`src/rtl/kronos_prefetch.sv`:
```
// ---------------------------------------------------------------------------
// kronos_prefetch
//
// Sequential instruction prefetch buffer. It sits between the core's fetch
// port and the instruction memory bus. It fetches ahead from the last fetch
// address into a DEPTH-entry FIFO and serves core requests whose address
// matches the FIFO head. When the core asks for any other address (a branch
// or jump), the buffer flushes and redirects fetching. The core sees the
// same req/gnt protocol as the memory bus.
//
// Optional feature macro: KRONOS_PREFETCH_BYPASS_EN
//   When defined, the FIFO is empty and the core asks for the word being
//   granted this cycle: mem_data goes straight to core_data, with core_gnt
//   asserted in the same cycle.
//
// Parameters:
//   DEPTH      FIFO entries (power of two, >= 2)
//   BOOT_ADDR  first fetch address after reset
//
// Ports:
//   clk        clock
//   rst        synchronous active-high reset
//   core_addr  core fetch address (bits [1:0] ignored)
//   core_req   core fetch request
//   core_gnt   core_data valid for core_addr this cycle (combinational)
//   core_data  instruction word
//   mem_addr   memory fetch address (registered)
//   mem_req    memory request (registered)
//   mem_gnt    memory grant, mem_data valid this cycle
//   mem_data   memory read data
// ---------------------------------------------------------------------------
module kronos_prefetch #(
    parameter int unsigned DEPTH     = 4,
    parameter logic [31:0] BOOT_ADDR = 32'h0000_0000
) (
    input  logic        clk,
    input  logic        rst,
    input  logic [31:0] core_addr,
    input  logic        core_req,
    output logic        core_gnt,
    output logic [31:0] core_data,
    output logic [31:0] mem_addr,
    output logic        mem_req,
    input  logic        mem_gnt,
    input  logic [31:0] mem_data
);

    localparam int unsigned   PW         = $clog2(DEPTH);
    localparam int unsigned   CW         = PW + 1;
    localparam logic [CW-1:0] COUNT_FULL = CW'(DEPTH);

    localparam logic [1:0] ST_IDLE    = 2'd0;
    localparam logic [1:0] ST_RUN     = 2'd1;
    localparam logic [1:0] ST_DISCARD = 2'd2;

    logic [1:0]    state_r,      state_nxt_s;
    logic [CW-1:0] count_r,      count_nxt_s;
    logic [31:0]   head_addr_r,  head_nxt_s;
    logic [31:0]   fetch_addr_r, fetch_nxt_s;
    logic          mem_req_r,    mem_req_nxt_s;
    logic [31:0]   mem_addr_r,   mem_addr_nxt_s;
    logic [PW-1:0] rd_ptr_r,     wr_ptr_r;
    logic [31:0]   fifo_mem_r [DEPTH];

    logic [31:0] core_word_s;
    logic        head_match_s;
    logic        active_s;
    logic        redirect_s;
    logic        granted_s;
    logic        waiting_s;
    logic        bypass_s;
    logic        hit_s;
    logic        push_s;
    logic        pop_s;

    // Request/hit/redirect decode for the current cycle
    always_comb begin
        core_word_s  = core_addr & 32'hFFFF_FFFC;
        head_match_s = (core_word_s[31:2] == head_addr_r[31:2]);
        active_s     = (state_r == ST_RUN) || (state_r == ST_DISCARD);
        redirect_s   = active_s && core_req && !head_match_s;
        granted_s    = mem_req_r && mem_gnt;
        // A raised request must hold address and req until it is granted
        waiting_s    = mem_req_r && !mem_gnt;
`ifdef KRONOS_PREFETCH_BYPASS_EN
        bypass_s     = (state_r == ST_RUN) && (count_r == {CW{1'b0}}) && granted_s &&
                       core_req && head_match_s &&
                       (core_word_s[31:2] == fetch_addr_r[31:2]);
`else
        bypass_s     = 1'b0;
`endif
        hit_s        = core_req && head_match_s && ((count_r != {CW{1'b0}}) || bypass_s);
        pop_s        = hit_s && !bypass_s;
        // Data arriving on a redirect cycle or in DISCARD belongs to a stale stream
        push_s       = (state_r == ST_RUN) && granted_s && !redirect_s && !bypass_s;
    end

    // Core-side outputs are combinational so a head hit is served in-cycle
    always_comb begin
        core_gnt  = hit_s;
        if (bypass_s) begin
            core_data = mem_data;
        end else begin
            core_data = fifo_mem_r[rd_ptr_r];
        end
    end

    // Next-state computation for control state, addresses and memory request
    always_comb begin
        state_nxt_s    = state_r;
        count_nxt_s    = count_r;
        head_nxt_s     = head_addr_r;
        fetch_nxt_s    = fetch_addr_r;
        mem_req_nxt_s  = mem_req_r;
        mem_addr_nxt_s = mem_addr_r;

        case (state_r)
            ST_IDLE: begin
                state_nxt_s = ST_RUN;
            end
            ST_RUN: begin
                if (redirect_s && waiting_s) begin
                    state_nxt_s = ST_DISCARD;
                end else begin
                    state_nxt_s = ST_RUN;
                end
            end
            ST_DISCARD: begin
                // The stale request completes here; a redirect does not extend it
                if (mem_gnt) begin
                    state_nxt_s = ST_RUN;
                end else begin
                    state_nxt_s = ST_DISCARD;
                end
            end
            default: begin
                state_nxt_s = ST_IDLE;
            end
        endcase

        if (redirect_s) begin
            count_nxt_s = {CW{1'b0}};
            head_nxt_s  = core_word_s;
            fetch_nxt_s = core_word_s;
        end else begin
            case ({push_s, pop_s})
                2'b10:   count_nxt_s = count_r + CW'(1);
                2'b01:   count_nxt_s = count_r - CW'(1);
                default: count_nxt_s = count_r;
            endcase
            if (hit_s) begin
                head_nxt_s = head_addr_r + 32'd4;
            end else begin
                head_nxt_s = head_addr_r;
            end
            // Bypassed words advance the fetch pointer even though nothing is pushed
            if ((state_r == ST_RUN) && granted_s) begin
                fetch_nxt_s = fetch_addr_r + 32'd4;
            end else begin
                fetch_nxt_s = fetch_addr_r;
            end
        end

        // Request is computed from next-cycle state so back-to-back grants stream
        if (waiting_s) begin
            mem_req_nxt_s  = mem_req_r;
            mem_addr_nxt_s = mem_addr_r;
        end else begin
            mem_req_nxt_s  = (state_nxt_s == ST_RUN) && (count_nxt_s < COUNT_FULL);
            mem_addr_nxt_s = fetch_nxt_s;
        end
    end

    // Control and address registers with synchronous reset
    always_ff @(posedge clk) begin
        if (rst) begin
            state_r      <= ST_IDLE;
            count_r      <= {CW{1'b0}};
            head_addr_r  <= BOOT_ADDR;
            fetch_addr_r <= BOOT_ADDR;
            mem_req_r    <= 1'b0;
            mem_addr_r   <= BOOT_ADDR;
            rd_ptr_r     <= {PW{1'b0}};
            wr_ptr_r     <= {PW{1'b0}};
        end else begin
            state_r      <= state_nxt_s;
            count_r      <= count_nxt_s;
            head_addr_r  <= head_nxt_s;
            fetch_addr_r <= fetch_nxt_s;
            mem_req_r    <= mem_req_nxt_s;
            mem_addr_r   <= mem_addr_nxt_s;
            if (redirect_s) begin
                rd_ptr_r <= wr_ptr_r;
            end else begin
                if (push_s) begin
                    wr_ptr_r <= wr_ptr_r + PW'(1);
                end
                if (pop_s) begin
                    rd_ptr_r <= rd_ptr_r + PW'(1);
                end
            end
        end
    end

    // FIFO storage write port (storage itself is not reset)
    always_ff @(posedge clk) begin
        if (push_s && !rst) begin
            fifo_mem_r[wr_ptr_r] <= mem_data;
        end
    end

    assign mem_req  = mem_req_r;
    assign mem_addr = mem_addr_r;

endmodule

```
`config.mk`:
```
export PLATFORM = sky130hd
export DESIGN_NAME = kronos_prefetch
export DESIGN_NICKNAME = d
export VERILOG_FILES = /design/src/rtl/kronos_prefetch.sv
export SDC_FILE = /design/constraint.sdc
export NUM_CORES = 1
export LEC_CHECK = 0
export CAP_MARGIN = 15
export CORE_MARGIN = 4
export CORE_UTILIZATION = 55
export CTS_BUF_LIST = sky130_fd_sc_hd__clkbuf_8
export CTS_CLUSTER_DIAMETER = 80
export DETAILED_ROUTE_END_ITERATION = 16
export PLACE_DENSITY = 0.89
export SYNTH_ARGS = -nofsm -noshare
export SYNTH_HDL_FRONTEND = slang
export SYNTH_SLANG_ARGS = --single-unit
```
`constraint.sdc`:
```
create_clock -name clk -period 7.8 [get_ports clk]
set_input_delay 1.56 -clock clk [delete_from_list [all_inputs] [get_ports clk]]
set_output_delay 1.56 -clock clk [all_outputs]
set_load 0.01 [all_outputs]
```
Word level (Yosys, flattened, before mapping):

Memory sizes are Yosys's and may differ from the RTL's. A register that Yosys moved wholly into a read port is not among the register bits.
Cells that the tools add are included.

* add/sub/neg operators: 6
* magnitude comparators: 1
* equality and inequality tests: 6
* multiplexer cells: 15
* bitwise operators: 1
* reductions and logical operators: 21

Operators by type and width (number)
* two-way mux 32 bit: 4
* adder 32 x 3 -> 32 bit, second input constant: 2
* equality test 30 bit: 1
* two-way mux 2 bit: 6
* logical AND 1 bit: 11
* equality test 2 x 1 -> 1 bit, second input constant: 3
* one-hot mux 2 bit (3 select lines): 1
* one-hot mux 3 bit (2 select lines): 1
* adder 2 x 1 -> 2 bit, second input constant: 2
* equality test 2 bit, second input constant: 2
* zero test 1 bit: 4
* adder 3 x 1 -> 3 bit, second input constant: 1
* < comparator 3 bit, second input constant: 1
* two-way mux 3 bit: 1
* nonzero test 3 bit: 1
* subtractor 3 x 1 -> 3 bit, second input constant: 1
* zero test 2 bit: 1
* two-way mux 1 bit: 2
* AND reduction 2 bit: 1
* nonzero test 2 bit: 1
* OR reduction 2 bit: 1
* logical OR 1 bit: 1
* NOT 1 bit: 1

* register bits: 106
* RAM bits: 128
* memories: 1

Memories
* fifo_mem_r: words 4, bits a word 32, read ports 1, clocked after memory_dff 1, wr ports 1, line 63 `logic [31:0] fifo_mem_r [DEPTH];`

Longest topological paths before layout:

Gate-level depths: netlist of the first run.

* word-level depth: 11
* mapped depth: 15

Worst setup path before layout of the first run:

Ideal clock, no wire load.

* path kind: input port to output port
* start: input core_addr[27]
* end: output core_gnt
* arrival: 2.859 ns
* required time: 6.240 ns
* setup slack: 3.381 ns
* stages on the path: 7
* path buffers: 2
* cell sequence: xor2_1 -> nor4_1 -> and4_1 -> buf_2 -> nand3_1 -> clkbuf_1 -> inv_2

* longest elaborated chain between the ends: 3

Ends and longest elaborated chain
* start: declaration: line 38 `input logic [31:0] core_addr,`
* equality test 30 bit: line 79 `head_match_s = (core_word_s[31:2] == head_addr_r[31:2]);`
* logical AND 1 bit (2 in a row): line 92 `hit_s = core_req && head_match_s && ((count_r != {CW{1'b0}}) || bypass_s);`
* end: declaration: line 40 `output logic core_gnt,`

No other way between the ends.

Worst setup path after layout of the first run:

Same ends and word-level chain as after synthesis.

==> impl_metrics.toml, run 1 <==
[status]
status = "finished, final reports clean"

[logic_synthesis]
synth_top_family_by_area = "simple AND/OR/NAND/NOR gates"
synth_compound_area_share_pct = 7.61
yosysWarnings = 0
muxShareOfSynthArea_pct = 9.10
synth_top_area_cell = "edfxtp_1"
ys_ff_latch = 234
synth_top_area_share_pct = 38.4
synthAdderAreaFrac_pct = 1.58
syn_inst = 817
yosys.area_share.simple_pct = 13.9
synth_seq_area_share_pct = 59.6
synth_edf_count = 128
synth.area.top_cells = "edfxtp_1 38%, dfxtp_1 21%, mux4_2 7.2%"
syn_nets = 897
synth_area_per_cell_um2 = 12.3
async_reset_ff_share_pct = 0
syn_area_um2 = 10000
synth_flop_cell = "edfxtp_1"
synth-xor-area-share_pct = 5.78
ys_types = 53

[final_layout]
layout-drive-gt1-share_pct = 11.2
register_area_um2 = 5970
finalNetCount = 1036
multi_input_area_um2 = 3830
n_fill_cell = 1253
area_delta_synth_final_pct = 23.0
utilization_pct = 68.7
diodes = 0
layout.cells.non_filler = 1210
final_common_cell = "clkdlybuf4s50_1"
layout_common_cells = "130 x clkdlybuf4s50_1, 128 x edfxtp_1, 105 x dfxtp_1, 70 x nand2_1, 66 x nor2_1"

[detailed_routing]
firstDrtPassIters = 4
wire_per_inst_um = 19.7
drc = 0
drt_iter0_drc = 491
vias = 7164
wl_mm = 23.8
routed_via_density = 5.92
ant_nets = 0

[worst_hold_path]
holdCritPathClass = "flop to flop"
min_to = "mem_addr[1]"
hold_depth = 2
worstHoldStart = "mem_addr[1]"

[clocking]
holdBufCountCts = 0
cts_buffers = 37
clock_latency_ps = 520
cts_max_level = 2
cts_tree = "yes"
clk_pin_slew_ps = 50
clockBufferDepth = 3
cts-root-buf = "clkbuf_8"
clkSinkCount = 234
cts_resized = 0
post_cts_buffers = 0

[worst_setup_path]
path_class = "input pin to output pin"
startpoint_type = "input pin"
reg2reg_to = "mem_req"
crit_fanout = 6
rrSetupSlack_ps = 4870
r2r-start = "head_addr_r[27]"
arrival_ps = 4050
crit_path_cell_trace = "clkdlybuf4s50_1, xor2_1, nor4_1, and4_1, nand3_1, inv_2, clkdlybuf4s50_1"
reg2regPathDepth = 12
required_ps = 6240
cpPeakStageDelay_ps = 570
cpMostUsedCell = "clkdlybuf4s50_1"
end_kind = "output pin"
slowest_stage = "clkdlybuf4s50_1"

[pwr]
powerDensity_nw_per_um2 = 214
p_total_mw = 2.64
leakage_nw = 4.24
ir_drop_mv = 0.146

[floorplanning]
dieArea_um2 = 20400
dieHeight_um = 143
rows = 49
fp.dieW_um = 143
core_area_um2 = 17900
io_pins = 134
start_util_pct = 55.9

[global_routing]
antenna_found_initial = 0
grt_pass1_wl_mm = 37.9
first_global_vias = 7233
grt_usage_pct = 23.8
gr-total-overflow = 0
grt_max_degree = 74

[placed_design]
hpwl_mm = 16.1
gp_congestion = 0.912
placedCellCount = 1146
io_buffers = 131

[timing]
min_period_ps = 5610
slew_headroom_pct = 23.2
final_hold_viol_count = 0
fmaxAchievable_mhz = 178
rsz0062_at_grt = "false"
slew_viol_final = 0
tns_ps = 0
worst_slew_pin_slew_ps = 1140
setup_violations = 0
finalCritPeriodShare_pct = 71.9
final.setup_skew_ps = 28.8

[job]
max_cap_violations = 0
-- registers in the layout, indices dropped and copies added, names as in the netlist, named ones only --
signal and count:
fifo_mem_r 128, fetch_addr_r 32, mem_addr 32, head_addr_r 30, count_r 3, rd_ptr_r 2, state_r 2, wr_ptr_r 2
mem_req 1
-- critical path: cells and delay by family --
| family | cells | cell delay (ps) |
|---|---|---|
| xor+xnor | 1 | 190 |
| buf+inv | 3 | 1210 |
| simple gates | 3 | 1080 |
-- synth_stat cells (2+ instances only) --
cell / count
o211ai_1: 8
ha_1: 11
buf_2: 8
o21bai_1: 7
xor2_1: 37
nand4_1: 22
or4_1: 6
buf_1: 7
and3_1: 10
nand2b_1: 2
nand4b_1: 3
and2_1: 4
a32oi_1: 2
a21oi_1: 19
xnor2_1: 29
nand2_1: 70
nand3_1: 27
nor4_1: 20
a211o_1: 4
dfxtp_1: 106
nor2_1: 67
or2_2: 2
mux4_2: 32
o31ai_1: 11
a211oi_1: 5
o311ai_0: 6
and4_1: 8
a2bb2oi_1: 3
edfxtp_1: 128
or3_1: 8
a22oi_1: 5
mux2i_1: 19
inv_1: 17
nor3_1: 19
clkbuf_1: 28
a31oi_1: 13
o21ai_0: 28
-- area by class of cell --
type	count	share of cell area, %
multi-input cells	522	31.1
inverters	18	0.549
flip-flops and latches	234	48.5
clock buffers	46	5.14
well taps	229	2.33
repair buffers	143	11.3
clock inverters	18	1.03
-- cells by family after synthesis --
family	after synthesis
buf+inv	61
flops	234
simple gates	277
xor+xnor	66
fa+ha+maj	12
compound gates	116
mux	51
-- report_power, final --
part,total [mW],switching [mW],internal (mW)
clock,1.04,0.449,0.596
sequential,1.37,0.0335,1.34
combinational,0.224,0.118,0.106
-- metal layers --
layer	global-route usage, %	share of wire [%]
met5	0	0
met4	7.30	2.5
met3	5.22	7.3
met2	41.1	50
met1	30.2	40
-- worst max-delay path by stage --
stage,from,endpoint,slack [ps],cells after the start
5_1_grt,core_addr[27],core_gnt,2060,7
3_5_place_dp,core_addr[27],core_gnt,2230,7
6_report,core_addr[27],core_gnt,2190,7
3_3_place_gp,core_addr[4],core_gnt,2230,7
2_1_floorplan,core_addr[27],core_gnt,3380,7
4_1_cts,core_addr[27],core_gnt,2200,7
-- metrics by stage --
stage	area, µm²	hold WS [ps]	setup WS, ps
after floorplan	10000	429	3380
after global placement	11500	440	2230
after detailed placement	11500	445	2230
after CTS	12300	453	2200
after global routing	12300	472	2060
final	12300	449	2190
No activity file was read; power rests on OpenSTA's default activity.
==> run 2: changes to the inputs <==
- clock period: 7.8 -> 5.8 ns (I/O delays scaled with it)
==> run 2 against run 1 <==
Effect of this change: sequential cell count did not move; worst setup slack got worse by 1300 ps; critical path depth did not move; design area fell by 0.68%; clock skew rose by 0.55 ps; highest routed layer unchanged; global-route usage fell by 0.25 points.
==> impl_metrics.toml, run 2 (same netlist as run 1, synthesis figures left out) <==
[status]
status = "finished, final reports clean"

[detailed_routing]
wl_mm = 23.9
drc = 0
firstDrtPassIters = 5
vias = 7109
drt_iter0_drc = 460
wire_per_inst_um = 19.8
ant_nets = 0
routed_via_density = 5.87

[global_routing]
antenna_found_initial = 0
grt_pass1_wl_mm = 37.9
grt_usage_pct = 23.6
gr-total-overflow = 0
first_global_vias = 7242
grt_max_degree = 74

[clocking]
cts-root-buf = "clkbuf_8"
cts_resized = 0
post_cts_buffers = 0
clk_pin_slew_ps = 60
clkSinkCount = 234
clockBufferDepth = 3
cts_buffers = 38
cts_max_level = 2
cts_tree = "yes"
clock_latency_ps = 540
holdBufCountCts = 0

[floorplanning]
fp.dieW_um = 143
start_util_pct = 55.9
dieArea_um2 = 20400
rows = 49
io_pins = 134
core_area_um2 = 17900
dieHeight_um = 143

[worst_setup_path]
startpoint_type = "input pin"
rrSetupSlack_ps = 2780
path_class = "input pin to output pin"
r2r-start = "head_addr_r[27]"
crit_path_start = "core_addr[27]"
reg2regPathDepth = 12
arrival_ps = 3710
crit_fanout = 6
end_kind = "output pin"
reg2reg_to = "mem_req"
required_ps = 4640

[timing]
final.setup_skew_ps = 29.3
final_hold_viol_count = 0
setup_slack_ps = 927
worst_slew_pin_slew_ps = 1080
rsz0062_at_grt = "false"
fmaxAchievable_mhz = 205
setup_violations = 0
slew_headroom_pct = 27.4
tns_ps = 0
min_period_ps = 4870
finalCritPeriodShare_pct = 84.0
holdWs_ps = 453
slew_viol_final = 0

[final_layout]
largest_register = "fifo_mem_r"
diodes = 0
area_delta_synth_final_pct = 22.1
final_common_cell = "clkdlybuf4s50_1"
largest_register_ffs = 128
layout.cells.non_filler = 1212
layout-drive-gt1-share_pct = 10.9
finalNetCount = 1037
utilization_pct = 68.3
layout_common_cells = "130 x clkdlybuf4s50_1, 128 x edfxtp_1, 105 x dfxtp_1, 70 x nand2_1, 66 x nor2_1"
fin_area_um2 = 12200

[pwr]
leakage_nw = 4.21
swShare_pct = 24.2
powerDensity_nw_per_um2 = 280
p_total_mw = 3.42
pwr-share-seq_pct = 53.9
p_int_mw = 2.59
p_sw_mw = 0.826
ir_drop_mv = 0.233
power.share.combinational_pct = 8.8
clock_power_share_pct = 37.3

[worst_hold_path]
worstHoldStart = "mem_addr[0]"
min_to = "mem_addr[0]"
hold_depth = 2
holdCritPathClass = "flop to flop"

[placed_design]
hpwl_mm = 15.9
gp_congestion = 0.916
placedCellCount = 1146
place_ws_ps = 990
io_buffers = 131
dpl_cell_area_um2 = 11500

[job]
max_cap_violations = 0
run 2: cell type report:
| type | count | area, µm² |
|---|---|---|
| Inverter | 18 | 67.6 |
| Clock inverter | 25 | 111 |
| Clock buffer | 41 | 564 |
| Sequential cell | 234 | 5970 |
| Timing Repair Buffer | 143 | 1400 |
| Fill cell | 1249 | 5680 |
| Multi-Input combinational cell | 522 | 3830 |
| Tap cell | 229 | 287 |
run 2: power by group through the flow:
| stage | registers (mW) | logic [mW] | clock network [mW] |
|---|---|---|---|
| after floorplan | 1.87 | 0.147 | 0 |
| after detailed placement | 1.88 | 0.298 | 0 |
| final | 1.84 | 0.301 | 1.27 |
| after global placement | 1.87 | 0.290 | 0 |
| after global routing | 1.85 | 0.326 | 1.39 |
| after CTS | 1.84 | 0.300 | 1.31 |
run 2: critical path, cell delays in order:
cell and delay, ps:
clkdlybuf4s50_1 470, xor2_1 190, nor4_1 510, and4_1 470, nand3_1 170, inv_2 170, clkdlybuf4s50_1 570
run 2: layer usage:
layer	share of wire [%]	vias up	track usage [%]
li1	-	3356	-
met3	7.8	34	4.39
met5	0	-	0
met4	2.1	0	6.45
met1	40	3416	31.0
met2	50	303	40.4
run 2: worst max path at each step:
| stage | to | slack [ps] | depth (start not counted) |
|---|---|---|---|
| 2_1_floorplan | mem_req | 2000 | 14 |
| 3_3_place_gp | core_gnt | 1020 | 7 |
| 3_5_place_dp | core_gnt | 990 | 7 |
| 4_1_cts | core_gnt | 960 | 7 |
| 5_1_grt | core_gnt | 840 | 7 |
| 6_report | core_gnt | 930 | 7 |
==> run 3: changes to the inputs <==
- clock period: 5.8 -> 4.61 ns (I/O delays scaled with it)
==> run 3 against run 2 <==
Effect of this change: combinational power increased by 26%; largest power group unchanged; sequential share of layout area decreased by 0.080 points; critical path type unchanged; critical path depth unchanged; die area unchanged; count of clock-buffer cells in the layout decreased by 1; utilization increased by 0.11 points; critical endpoint unchanged; highest routed layer unchanged; first-iteration DRC count decreased by 3.3%.
==> impl_metrics.toml, run 3 (same netlist as run 1, synthesis figures left out) <==
[status]
status = "finished, final reports clean"

[worst_setup_path]
crit_fanout = 6
end_kind = "output pin"
rrSetupSlack_ps = 1710
r2r-start = "head_addr_r[27]"
reg2regPathDepth = 12
arrival_ps = 3210
startpoint_type = "input pin"
path_class = "input pin to output pin"
reg2reg_to = "mem_req"
required_ps = 3690

[global_routing]
use_met3_pct = 4.59
gr-total-overflow = 0
use_met2_pct = 39.2
antenna_found_initial = 0
first_global_vias = 7182
grt_pass1_wl_mm = 37.5
grt_usage_pct = 23.4
met1_usage_pct = 30.6
grt_max_degree = 74
busiest_layer = "met2"

[floorplanning]
rows = 49
dieHeight_um = 143
start_util_pct = 55.9
dieArea_um2 = 20400
io_pins = 134
fp.dieW_um = 143
core_area_um2 = 17900

[timing]
setup_slack_ps = 480
min_period_ps = 4130
slew_viol_final = 0
finalCritPeriodShare_pct = 89.6
worst_slew_pin_slew_ps = 1060
fmaxAchievable_mhz = 242
setup_violations = 0
tns_ps = 0
slew_headroom_pct = 29.6
holdWs_ps = 453
final_hold_viol_count = 0
final.setup_skew_ps = 17.6
rsz0062_at_grt = "false"

[worst_hold_path]
worstHoldStart = "mem_addr[7]"
hold_depth = 2
min_to = "mem_addr[7]"
holdCritPathClass = "flop to flop"

[clocking]
post_cts_buffers = 0
holdBufCountCts = 0
clkSinkCount = 234
clock_latency_ps = 520
cts_tree = "yes"
cts_resized = 0
clockBufferDepth = 3
cts-root-buf = "clkbuf_8"
cts_max_level = 2
clk_pin_slew_ps = 50
cts_buffers = 38

[final_layout]
final_common_cell = "clkdlybuf4s50_1"
layout-drive-gt1-share_pct = 11.3
largest_register_ffs = 128
largest_register = "fifo_mem_r"
n_fill_cell = 1279
area_delta_synth_final_pct = 22.3
diodes = 0
layout_common_cells = "130 x clkdlybuf4s50_1, 128 x edfxtp_1, 105 x dfxtp_1, 70 x nand2_1, 66 x nor2_1"
utilization_pct = 68.4
fin_area_um2 = 12200
layout.cells.non_filler = 1217
finalNetCount = 1041

[detailed_routing]
wl_mm = 23.8
firstDrtPassIters = 5
drt_iter0_drc = 445
wire_per_inst_um = 19.6
routed_via_density = 5.90
ant_nets = 0
drc = 0
vias = 7180

[pwr]
p_total_mw = 4.27
leakage_nw = 4.23
ir_drop_mv = 0.243
powerDensity_nw_per_um2 = 349

[placed_design]
dpl_cell_area_um2 = 11600
placedCellCount = 1150
gp_congestion = 0.949
place_ws_ps = 540
hpwl_mm = 16.2
io_buffers = 131

[job]
max_cap_violations = 0
-- run 3: how the worst max path moves through the flow --
stage	startpoint	end	slack, ps	depth (start not counted)
floorplan	core_addr[27]	mem_req	1050	14
global placement	core_addr[6]	core_gnt	530	7
detailed placement	core_addr[6]	core_gnt	540	7
CTS	core_addr[6]	core_gnt	530	7
global route	core_addr[11]	core_gnt	430	7
finish	core_addr[6]	core_gnt	480	7
-- run 3: routing by layer --
layer  wire length (µm)  vias to the layer above
met2              11800                      302
met1               9480                     3466
li1                   -                     3360
met4                700                        0
met5                  0                        -
met3               1810                       52
-- run 3: cell type report --
class                   count  area (µm²)  area share (%)
clock buffers              40         551            4.50
clock inverters            27         115           0.940
inverters                  18        67.6           0.552
multi-input cells         522        3830            31.3
flip-flops and latches    234        5970            48.7
well taps                 229         287            2.34
repair buffers            147        1430            11.7
-- run 3: power by group --
part | switching, mW | internal [mW]
Sequential | 0.0571 | 2.26
Clock | 0.770 | 0.805
Combinational | 0.200 | 0.180
Total | 1.03 | 3.24
-- run 3: critical path, cell delays in order --
cell and delay [ps]:
clkdlybuf4s50_1 520, xor2_1 220, nor4_1 420, and4_1 280
nand3_1 110, inv_2 160, clkdlybuf4s50_1 560
